File: config.mk
export PLATFORM = sky130hd
export DESIGN_NAME = muldiv_sequencer_flat
export DESIGN_NICKNAME = d
export VERILOG_FILES = /design/src/rtl/muldiv_sequencer_if.sv /design/src/rtl/muldiv_sequencer.sv /design/src/flat_wrapper.sv
export SDC_FILE = /design/constraint.sdc
export NUM_CORES = 2
export LEC_CHECK = 0
export ABC_AREA = 1
export CAP_MARGIN = 20
export CORE_MARGIN = 3
export CORE_UTILIZATION = 30
export DETAILED_ROUTE_END_ITERATION = 12
export GPL_TIMING_DRIVEN = 0
export PLACE_DENSITY_LB_ADDON = 0.08
export SYNTH_ARGS = -nofsm -noshare
export SYNTH_HDL_FRONTEND = slang
export SYNTH_SLANG_ARGS = --single-unit
export TNS_END_PERCENT = 100
File: constraint.sdc
create_clock -name clk -period 17.1 [get_ports clk]
set_input_delay 1.71 -clock clk [delete_from_list [all_inputs] [get_ports clk]]
set_output_delay 1.71 -clock clk [all_outputs]
set_load 0.05 [all_outputs]
File: src/rtl/muldiv_sequencer_if.sv
// Request/response bundle between EX-stage decode and the M-extension sequencer.
interface muldiv_sequencer_if #(
  parameter int XLEN = 64
);
  logic            start;
  logic [2:0]      op;
  logic [XLEN-1:0] a;
  logic [XLEN-1:0] b;
  logic            kill;
  logic            busy;
  logic            stall;
  logic            done;
  logic [XLEN-1:0] result;

  modport master (output start, op, a, b, kill, input busy, stall, done, result);
  modport slave  (input start, op, a, b, kill, output busy, stall, done, result);
endinterface

File: src/rtl/muldiv_sequencer.sv
// Iterative RV64M multiply/divide sequencer: shift-add multiply and restoring
// divide, one bit per cycle, followed by a sign fix-up cycle.
// Optional macro MULDIV_ZERO_BYPASS_EN: multiplies with a zero operand finish
// in one cycle with a zero result.
module muldiv_sequencer #(
  parameter int XLEN  = 64,
  parameter int CNT_W = 7
) (
  input logic              clk,
  input logic              reset,
  muldiv_sequencer_if.slave bus
);

  typedef enum logic [2:0] {S_IDLE, S_MUL, S_DIV, S_FIX, S_DONE} state_e;

  state_e            state_q, state_d;
  logic [CNT_W-1:0]  cnt_q, cnt_d;
  // MUL: {accumulated high, remaining multiplier}; DIV: {remainder, dividend/quotient}
  logic [2*XLEN-1:0] prod_q, prod_d;
  // MUL: multiplicand magnitude; DIV: divisor magnitude
  logic [XLEN-1:0]   opnd_q, opnd_d;
  logic              sign_a_q, sign_a_d;
  logic              sign_b_q, sign_b_d;
  logic [2:0]        op_q, op_d;
  logic [XLEN-1:0]   result_q, result_d;

  logic              a_neg, b_neg, b_zero;
  logic [XLEN-1:0]   mag_a, mag_b;
  logic [XLEN:0]     mul_sum;
  logic [XLEN:0]     div_trial, div_diff;
  logic              div_ge;
  logic [XLEN-1:0]   div_rem;
  logic [2*XLEN-1:0] prod_fix;
  logic [XLEN-1:0]   quot_fix, rem_fix, fix_val;

  // Operand conditioning: sign flags and magnitudes of the incoming request
  always_comb begin
    a_neg  = bus.a[XLEN-1] & ((bus.op == 3'b001) | (bus.op == 3'b010) |
                              (bus.op == 3'b100) | (bus.op == 3'b110));
    b_neg  = bus.b[XLEN-1] & ((bus.op == 3'b001) | (bus.op == 3'b100) |
                              (bus.op == 3'b110));
    b_zero = (bus.b == '0);
    mag_a  = a_neg ? (~bus.a + 1'b1) : bus.a;
    mag_b  = b_neg ? (~bus.b + 1'b1) : bus.b;
  end

  // Datapath: one multiply step, one restoring-divide step, and the sign fix-up
  always_comb begin
    mul_sum   = {1'b0, prod_q[2*XLEN-1:XLEN]} + {1'b0, (prod_q[0] ? opnd_q : '0)};
    div_trial = prod_q[2*XLEN-1:XLEN-1];
    div_diff  = div_trial - {1'b0, opnd_q};
    div_ge    = (div_trial >= {1'b0, opnd_q});
    div_rem   = div_ge ? div_diff[XLEN-1:0] : div_trial[XLEN-1:0];
    prod_fix  = (sign_a_q ^ sign_b_q) ? (~prod_q + 1'b1) : prod_q;
    quot_fix  = (sign_a_q ^ sign_b_q) ? (~prod_q[XLEN-1:0] + 1'b1) : prod_q[XLEN-1:0];
    rem_fix   = sign_a_q ? (~prod_q[2*XLEN-1:XLEN] + 1'b1) : prod_q[2*XLEN-1:XLEN];
    unique case (op_q)
      3'b000:                 fix_val = prod_fix[XLEN-1:0];
      3'b001, 3'b010, 3'b011: fix_val = prod_fix[2*XLEN-1:XLEN];
      3'b100, 3'b101:         fix_val = quot_fix;
      default:                fix_val = rem_fix;
    endcase
  end

  // Next-state and register-load logic
  always_comb begin
    state_d  = state_q;
    cnt_d    = cnt_q;
    prod_d   = prod_q;
    opnd_d   = opnd_q;
    sign_a_d = sign_a_q;
    sign_b_d = sign_b_q;
    op_d     = op_q;
    result_d = result_q;
    unique case (state_q)
      S_IDLE: begin
        if (bus.start) begin
          op_d     = bus.op;
          sign_a_d = a_neg;
          sign_b_d = b_neg;
          cnt_d    = '0;
          if (!bus.op[2]) begin
            opnd_d  = mag_a;
            prod_d  = {{XLEN{1'b0}}, mag_b};
            state_d = S_MUL;
`ifdef MULDIV_ZERO_BYPASS_EN
            if ((bus.a == '0) || (bus.b == '0)) begin
              result_d = '0;
              state_d  = S_DONE;
            end
`endif
          end else if (b_zero) begin
            // Preload quotient = all ones, remainder = |a|. Matching the divisor
            // sign to the dividend keeps the quotient un-negated while the
            // remainder still regains a's sign, so the fix-up yields a exactly.
            opnd_d   = mag_b;
            prod_d   = {mag_a, {XLEN{1'b1}}};
            sign_b_d = a_neg;
            state_d  = S_FIX;
          end else begin
            opnd_d  = mag_b;
            prod_d  = {{XLEN{1'b0}}, mag_a};
            state_d = S_DIV;
          end
        end
      end
      S_MUL: begin
        prod_d = {mul_sum, prod_q[XLEN-1:1]};
        cnt_d  = cnt_q + CNT_W'(1);
        if (cnt_q == CNT_W'(XLEN - 1)) state_d = S_FIX;
      end
      S_DIV: begin
        prod_d = {div_rem, prod_q[XLEN-2:0], div_ge};
        cnt_d  = cnt_q + CNT_W'(1);
        if (cnt_q == CNT_W'(XLEN - 1)) state_d = S_FIX;
      end
      S_FIX: begin
        result_d = fix_val;
        state_d  = S_DONE;
      end
      S_DONE:  state_d = S_IDLE;
      default: state_d = S_IDLE;
    endcase
    if (bus.kill) begin
      state_d  = S_IDLE;
      result_d = result_q;
    end
  end

  // State and datapath registers
  always_ff @(posedge clk or posedge reset) begin
    if (reset) begin
      state_q  <= S_IDLE;
      cnt_q    <= '0;
      prod_q   <= '0;
      opnd_q   <= '0;
      sign_a_q <= 1'b0;
      sign_b_q <= 1'b0;
      op_q     <= '0;
      result_q <= '0;
    end else begin
      state_q  <= state_d;
      cnt_q    <= cnt_d;
      prod_q   <= prod_d;
      opnd_q   <= opnd_d;
      sign_a_q <= sign_a_d;
      sign_b_q <= sign_b_d;
      op_q     <= op_d;
      result_q <= result_d;
    end
  end

  // Status outputs decoded from the current state
  always_comb begin
    bus.busy   = (state_q == S_MUL) || (state_q == S_DIV) || (state_q == S_FIX);
    bus.stall  = bus.busy || (bus.start && (state_q == S_IDLE));
    bus.done   = (state_q == S_DONE);
    bus.result = result_q;
  end

endmodule

File: src/flat_wrapper.sv
// flat-port wrapper written by rule: the top's interface ports become plain ports
module muldiv_sequencer_flat 
#(
  parameter int XLEN  = 64,
  parameter int CNT_W = 7
)
  (clk, reset, bus_start, bus_op, bus_a, bus_b, bus_kill, bus_busy, bus_stall, bus_done, bus_result);
  muldiv_sequencer_if #(.XLEN(XLEN)) bus_i ();
  input logic clk;
  input logic reset;
  input wire logic [$bits(bus_i.start)-1:0] bus_start;
  input wire logic [$bits(bus_i.op)-1:0] bus_op;
  input wire logic [$bits(bus_i.a)-1:0] bus_a;
  input wire logic [$bits(bus_i.b)-1:0] bus_b;
  input wire logic [$bits(bus_i.kill)-1:0] bus_kill;
  output wire logic [$bits(bus_i.busy)-1:0] bus_busy;
  output wire logic [$bits(bus_i.stall)-1:0] bus_stall;
  output wire logic [$bits(bus_i.done)-1:0] bus_done;
  output wire logic [$bits(bus_i.result)-1:0] bus_result;
  assign bus_i.start = bus_start;
  assign bus_i.op = bus_op;
  assign bus_i.a = bus_a;
  assign bus_i.b = bus_b;
  assign bus_i.kill = bus_kill;
  assign bus_busy = bus_i.busy;
  assign bus_stall = bus_i.stall;
  assign bus_done = bus_i.done;
  assign bus_result = bus_i.result;
  muldiv_sequencer #(.XLEN(XLEN), .CNT_W(CNT_W)) u_core (.clk(clk), .reset(reset), .bus(bus_i));
endmodule
* Yosys cells after proc, flatten, opt, wreduce, memory -nomap -nowiden
Index checks and enable logic that the tools add are counted.
Storage, ports and cells: register bits 271, bits of input ports 135, output and inout bits 67, logic and storage cells 88
Cells by class: $add $sub $neg 8, $lt $le $gt $ge 1, equal/unequal tests 17, multiplexer cells 23, bitwise gates (word level) 14, reduce and logical (&&, ||, !) cells 17
Operators with widths (count):
- two-way mux 128 bit | 4
- two-way mux 64 bit | 7
- one-hot mux 128 bit (3 select lines) | 1
- adder 64 x 1 -> 64 bit (second input constant) | 4
- NOT 64 bit | 4
- one-hot mux 64 bit (3 select lines) | 1
- adder 128 x 1 -> 128 bit (second input constant) | 1
- NOT 128 bit | 1
- adder 64 x 64 -> 65 bit | 1
- greater-or-equal comparator 65 x 64 -> 1 bit | 1
- zero test 64 bit | 1
- subtractor 64 bit | 1
- == test 3 x 2 -> 1 bit (second input constant) | 5
- == test 3 bit (second input constant) | 5
- one-hot mux 7 bit (2 select lines) | 1
- two-way mux 3 bit | 4
- AND reduction 2 bit | 5
- == test 3 x 1 -> 1 bit (second input constant) | 3
- one-hot mux 3 bit (3 select lines) | 1
- adder 7 x 1 -> 7 bit (second input constant) | 1
- == test 7 x 6 -> 1 bit (second input constant) | 1
- two-way mux 7 bit | 1
- zero test 3 bit | 2
- bitwise OR 1 bit | 5
- 13 further kinds | 19

* Logic depth before layout (Yosys ltp)
depth after elaboration 10, mapped depth 23

* Worst setup path after synthesis
OpenSTA, ideal clock, no wires.
path type in2out, start point input port bus_start, end point output port bus_stall, data arrival time 2535 ps, setup slack 12855 ps, cell stages on the path 2, buffers on the path 0, cell sequence inv_1 a21oi_1
On the way: cells in the longest elaborated chain, start to end 2
RTL lines:
- from (decl) | RTL line flat_wrapper.sv:11 | input wire logic [$bits(bus_i.start)-1:0] bus_start;
- logical AND 1 bit | RTL line muldiv_sequencer.sv:156 | bus.stall = bus.busy || (bus.start && (state_q == S_IDLE));
- logical OR 1 bit | RTL line muldiv_sequencer.sv:156
- to (decl) | RTL line flat_wrapper.sv:17 | output wire logic [$bits(bus_i.stall)-1:0] bus_stall;
Every way passes these cells.

* Final worst setup path
start point register u_core.prod_q[0], end point register u_core.prod_q[125]
On the way: cells in the longest elaborated chain, start to end 3
RTL lines:
- from (decl) | RTL line muldiv_sequencer.sv:19 | logic [2*XLEN-1:0] prod_q, prod_d;
- from (signal assigned) | RTL line muldiv_sequencer.sv:144 | prod_q <= prod_d;
- two-way mux 64 bit | RTL line muldiv_sequencer.sv:49 | mul_sum = {1'b0, prod_q[2*XLEN-1:XLEN]} + {1'b0, (prod_q[0] ? opnd_q : '0)};
- adder 64 x 64 -> 65 bit | RTL line muldiv_sequencer.sv:49
- one-hot mux 128 bit (3 select lines) | RTL line muldiv_sequencer.sv:75 | unique case (state_q)
Every way passes these cells. A chain may end at the register's enable or synchronous reset.

==> results.json <==
{
  "outcome": "completed",
  "cts_resized": 0,
  "clkLatencyLatePin_ps": 660,
  "hold_slack_ps": 475,
  "rsz0062_at_grt": "false",
  "routed_wl_um": 287000,
  "maxSlewViolCount": 0,
  "start_util_pct": 30.3,
  "core_area_mm2": 0.126,
  "fin_crit_sh_pct": 30.6,
  "critical_path.most_common_cell": "nand2_1",
  "io_pins": 202,
  "cts_tree": "done",
  "die_w_um": 363,
  "postSynthCellCount": 7077,
  "grt_pass1_vias": 46200,
  "p_leak_nw": 22.2,
  "synthArstFlopShare_pct": 100,
  "layout-drive-gt1-share_pct": 4.53,
  "die_h_um": 363,
  "required_ps": 17610,
  "netlist_top_cells_area": "nand2_1 23%, dfrtp_1 18%, inv_1 11%",
  "power_density_mw_per_mm2": 273,
  "placement_rows": 130,
  "synth-seq-cells": 271,
  "ys_dominant_reg_cell": "dfrtp_1",
  "crit_path_max_incr_delay_ps": 800,
  "cp.arrival_ps": 5750,
  "worstMarginPinSlew_ps": 1290,
  "synth_area_per_cell_um2": 5.40,
  "grt_max_degree": 121,
  "synth_top_cell_by_area": "nand2_1",
  "yosysWarnings": 0,
  "antenna_found_initial": 16,
  "fin_skew_ps": 76.6,
  "routabilityCongestion": 1.06,
  "clk_path_buf_depth": 3,
  "peakVddDrop_mv": 0.169,
  "io_buffers": 201,
  "cts-root-buf": "clkbuf_16",
  "drtAntennaViolNets": 0,
  "grt-ovfl-total": 0,
  "seq_area_frac_synth_pct": 17.7,
  "path_max_fanout": 10,
  "worstHoldPathType": "flop to flop",
  "die_area_mm2": 0.132,
  "synth_edf_count": 0,
  "nets": 7616,
  "crit_buf_inv": 6,
  "setup_viol": 0,
  "synth_fp_nets": 7347,
  "hold_viol": 0,
  "hpwl_um": 244000,
  "cp-start-kind": "flop",
  "slowest_stage": "dfrtp_1",
  "netlist_area_mm2": 0.0382,
  "grt_pass1_wl_um": 383000,
  "synth_top_area_share_pct": 23.0,
  "path_class": "flop to flop",
  "maxCapViolations": 0,
  "grtUsageTotal_pct": 42.1,
  "first_pass_iters": 8,
  "period_minus_slack_ps": 5240,
  "max_slew_margin_pct": 14.3,
  "fmax_mhz": 191,
  "post_cts_buffers": 0,
  "cts_sinks": 271,
  "cts_buffers": 39,
  "dr_total_vias": 51300,
  "crit_path_end_kind": "flop",
  "drt_iter0_drc": 7339,
  "cp_cell_sequence": "clkbuf_1, clkbuf_1, nand2_1, inv_1, ha_1, inv_1, fa_1, inv_1, nand3_1, nand2_1, nand2_1, nand2_1, nand2_1, nand3_1, nand2_1, nand2_1, nand2_1, nand2_1, nand2_1, nand3_1, nand3_1, nand2_1, inv_1",
  "critPathTopFamily": "simple AND/OR/NAND/NOR gates",
  "h-tree-depth": 2,
  "area_growth_pct": 14.7,
  "setup_tns_ps": 0,
  "hold_buffers": 0,
  "drc_errors": 0,
  "ys_types": 58,
  "clk_pin_slew_worst_paths_ps": 60,
  "wl_per_cell_um": 31.8,
  "via_per_inst": 5.68
}
## kinds of logic after synthesis
logic type / count (synthesis) / share of synthesized area, %
xor+xnor: 140 / 3.21
compound gates: 947 / 14.5
simple gates: 4231 / 46.2
buf+inv: 1353 / 13.9
flops: 271 / 17.7
fa+ha+maj: 135 / 4.46
## worst reg2reg max path, delay by kind of cell, from the launching register on
kind	cells	cell delay, ps
fa+ha+maj	2	530
buf+inv	6	1700
flops	1	800
simple gates	15	2070
## final timing paths
check / start / endpoint / slack (ps) / cells after the start
max: u_core.prod_q[0] / u_core.prod_q[125] / 11860 / 23
min: u_core.bus.result[59] / u_core.bus.result[59] / 480 / 2
max reg2reg: u_core.prod_q[0] / u_core.prod_q[125] / 11860 / 23
min reg2reg: u_core.bus.result[59] / u_core.bus.result[59] / 480 / 2
max in group asynchronous: reset / u_core.opnd_q[49] / 14420 / 3
min in group asynchronous: reset / u_core.bus.result[61] / 1460 / 2
## area by class of cell
type | count | area, um2
buffer | 207 | 1000
tap | 1650 | 2060
timing repair buffer | 228 | 2320
multi-input combinational | 5453 | 26200
sequential | 271 | 6780
clock buffer | 51 | 1030
inverter | 1146 | 4310
fill | 14700 | 82200
clock inverter | 16 | 208
antenna | 3 | 7.51
## per-stage QoR
stage | worst slack (ps) | cell area, um2 | instances | total power [mW] | utilization, %
finish | 11860 | 43900 | 9025 | 12.0 | 34.8
global route | 11760 | 43900 | 9022 | 12.4 | 34.8
CTS | 12100 | 43800 | 9014 | 11.4 | 34.7
detailed placement | 11440 | 42600 | 8947 | 10.6 | 33.8
global placement | 3310 | 42300 | 8928 | 10.5 | 33.6
floorplan | 7920 | 38200 | 7077 | 6.36 | -
## power by group
part           internal, mW  total, mW  switching, mW
logic                  2.39       9.31           6.92
registers             0.951       1.81          0.860
clock network         0.463      0.835          0.373
total                  3.80       12.0           8.16
## cell usage in the layout (no fill, tap or decap), types with 50 or more instances in the layout
cell type | synthesis | routed
o21ai_0 | 255 | 253
xor2_1 | 99 | 99
a221oi_1 | 61 | 61
nand3_1 | 605 | 605
nor2_1 | 952 | 952
o221ai_1 | 50 | 50
clkbuf_1 | 113 | 124
nand4_1 | 93 | 93
buf_2 | 53 | 53
ha_1 | 133 | 133
nand2_1 | 2343 | 2343
clkdlybuf4s50_1 | 0 | 201
inv_1 | 1102 | 1101
a21oi_1 | 372 | 372
nor3_1 | 71 | 71
dfrtp_1 | 271 | 271
## synth_stat cells (41+ instances only)
cell type,number
buf_2,53
dfrtp_1,271
ha_1,133
nand4_1,93
nor2_1,952
a21oi_1,372
o21ai_0,255
o21ai_1,42
xor2_1,99
nand2_1,2343
nor3_1,71
inv_2,43
o211ai_1,48
nand3_1,605
a221oi_1,61
inv_1,1102
o221ai_1,50
xnor2_1,41
clkbuf_1,113
## sequential cells by signal, indices dropped and copies added (netlist names)
register           cells
u_core.state_q         3
u_core.bus.result     64
u_core.sign_a_q        1
u_core.sign_b_q        1
u_core.op_q            3
u_core.cnt_q           7
u_core.opnd_q         64
u_core.prod_q        128
## routing by layer
layer / global-route usage [%] / part of all wire (%) / vias up
li1: - / - / 23000
met5: 0 / 0.0045 / -
met1: 57.6 / 43 / 24600
met3: 12.4 / 12 / 487
met2: 60.5 / 40 / 3132
met4: 19.2 / 5.6 / 2
Note: power is estimated with default switching activity, not from simulation.
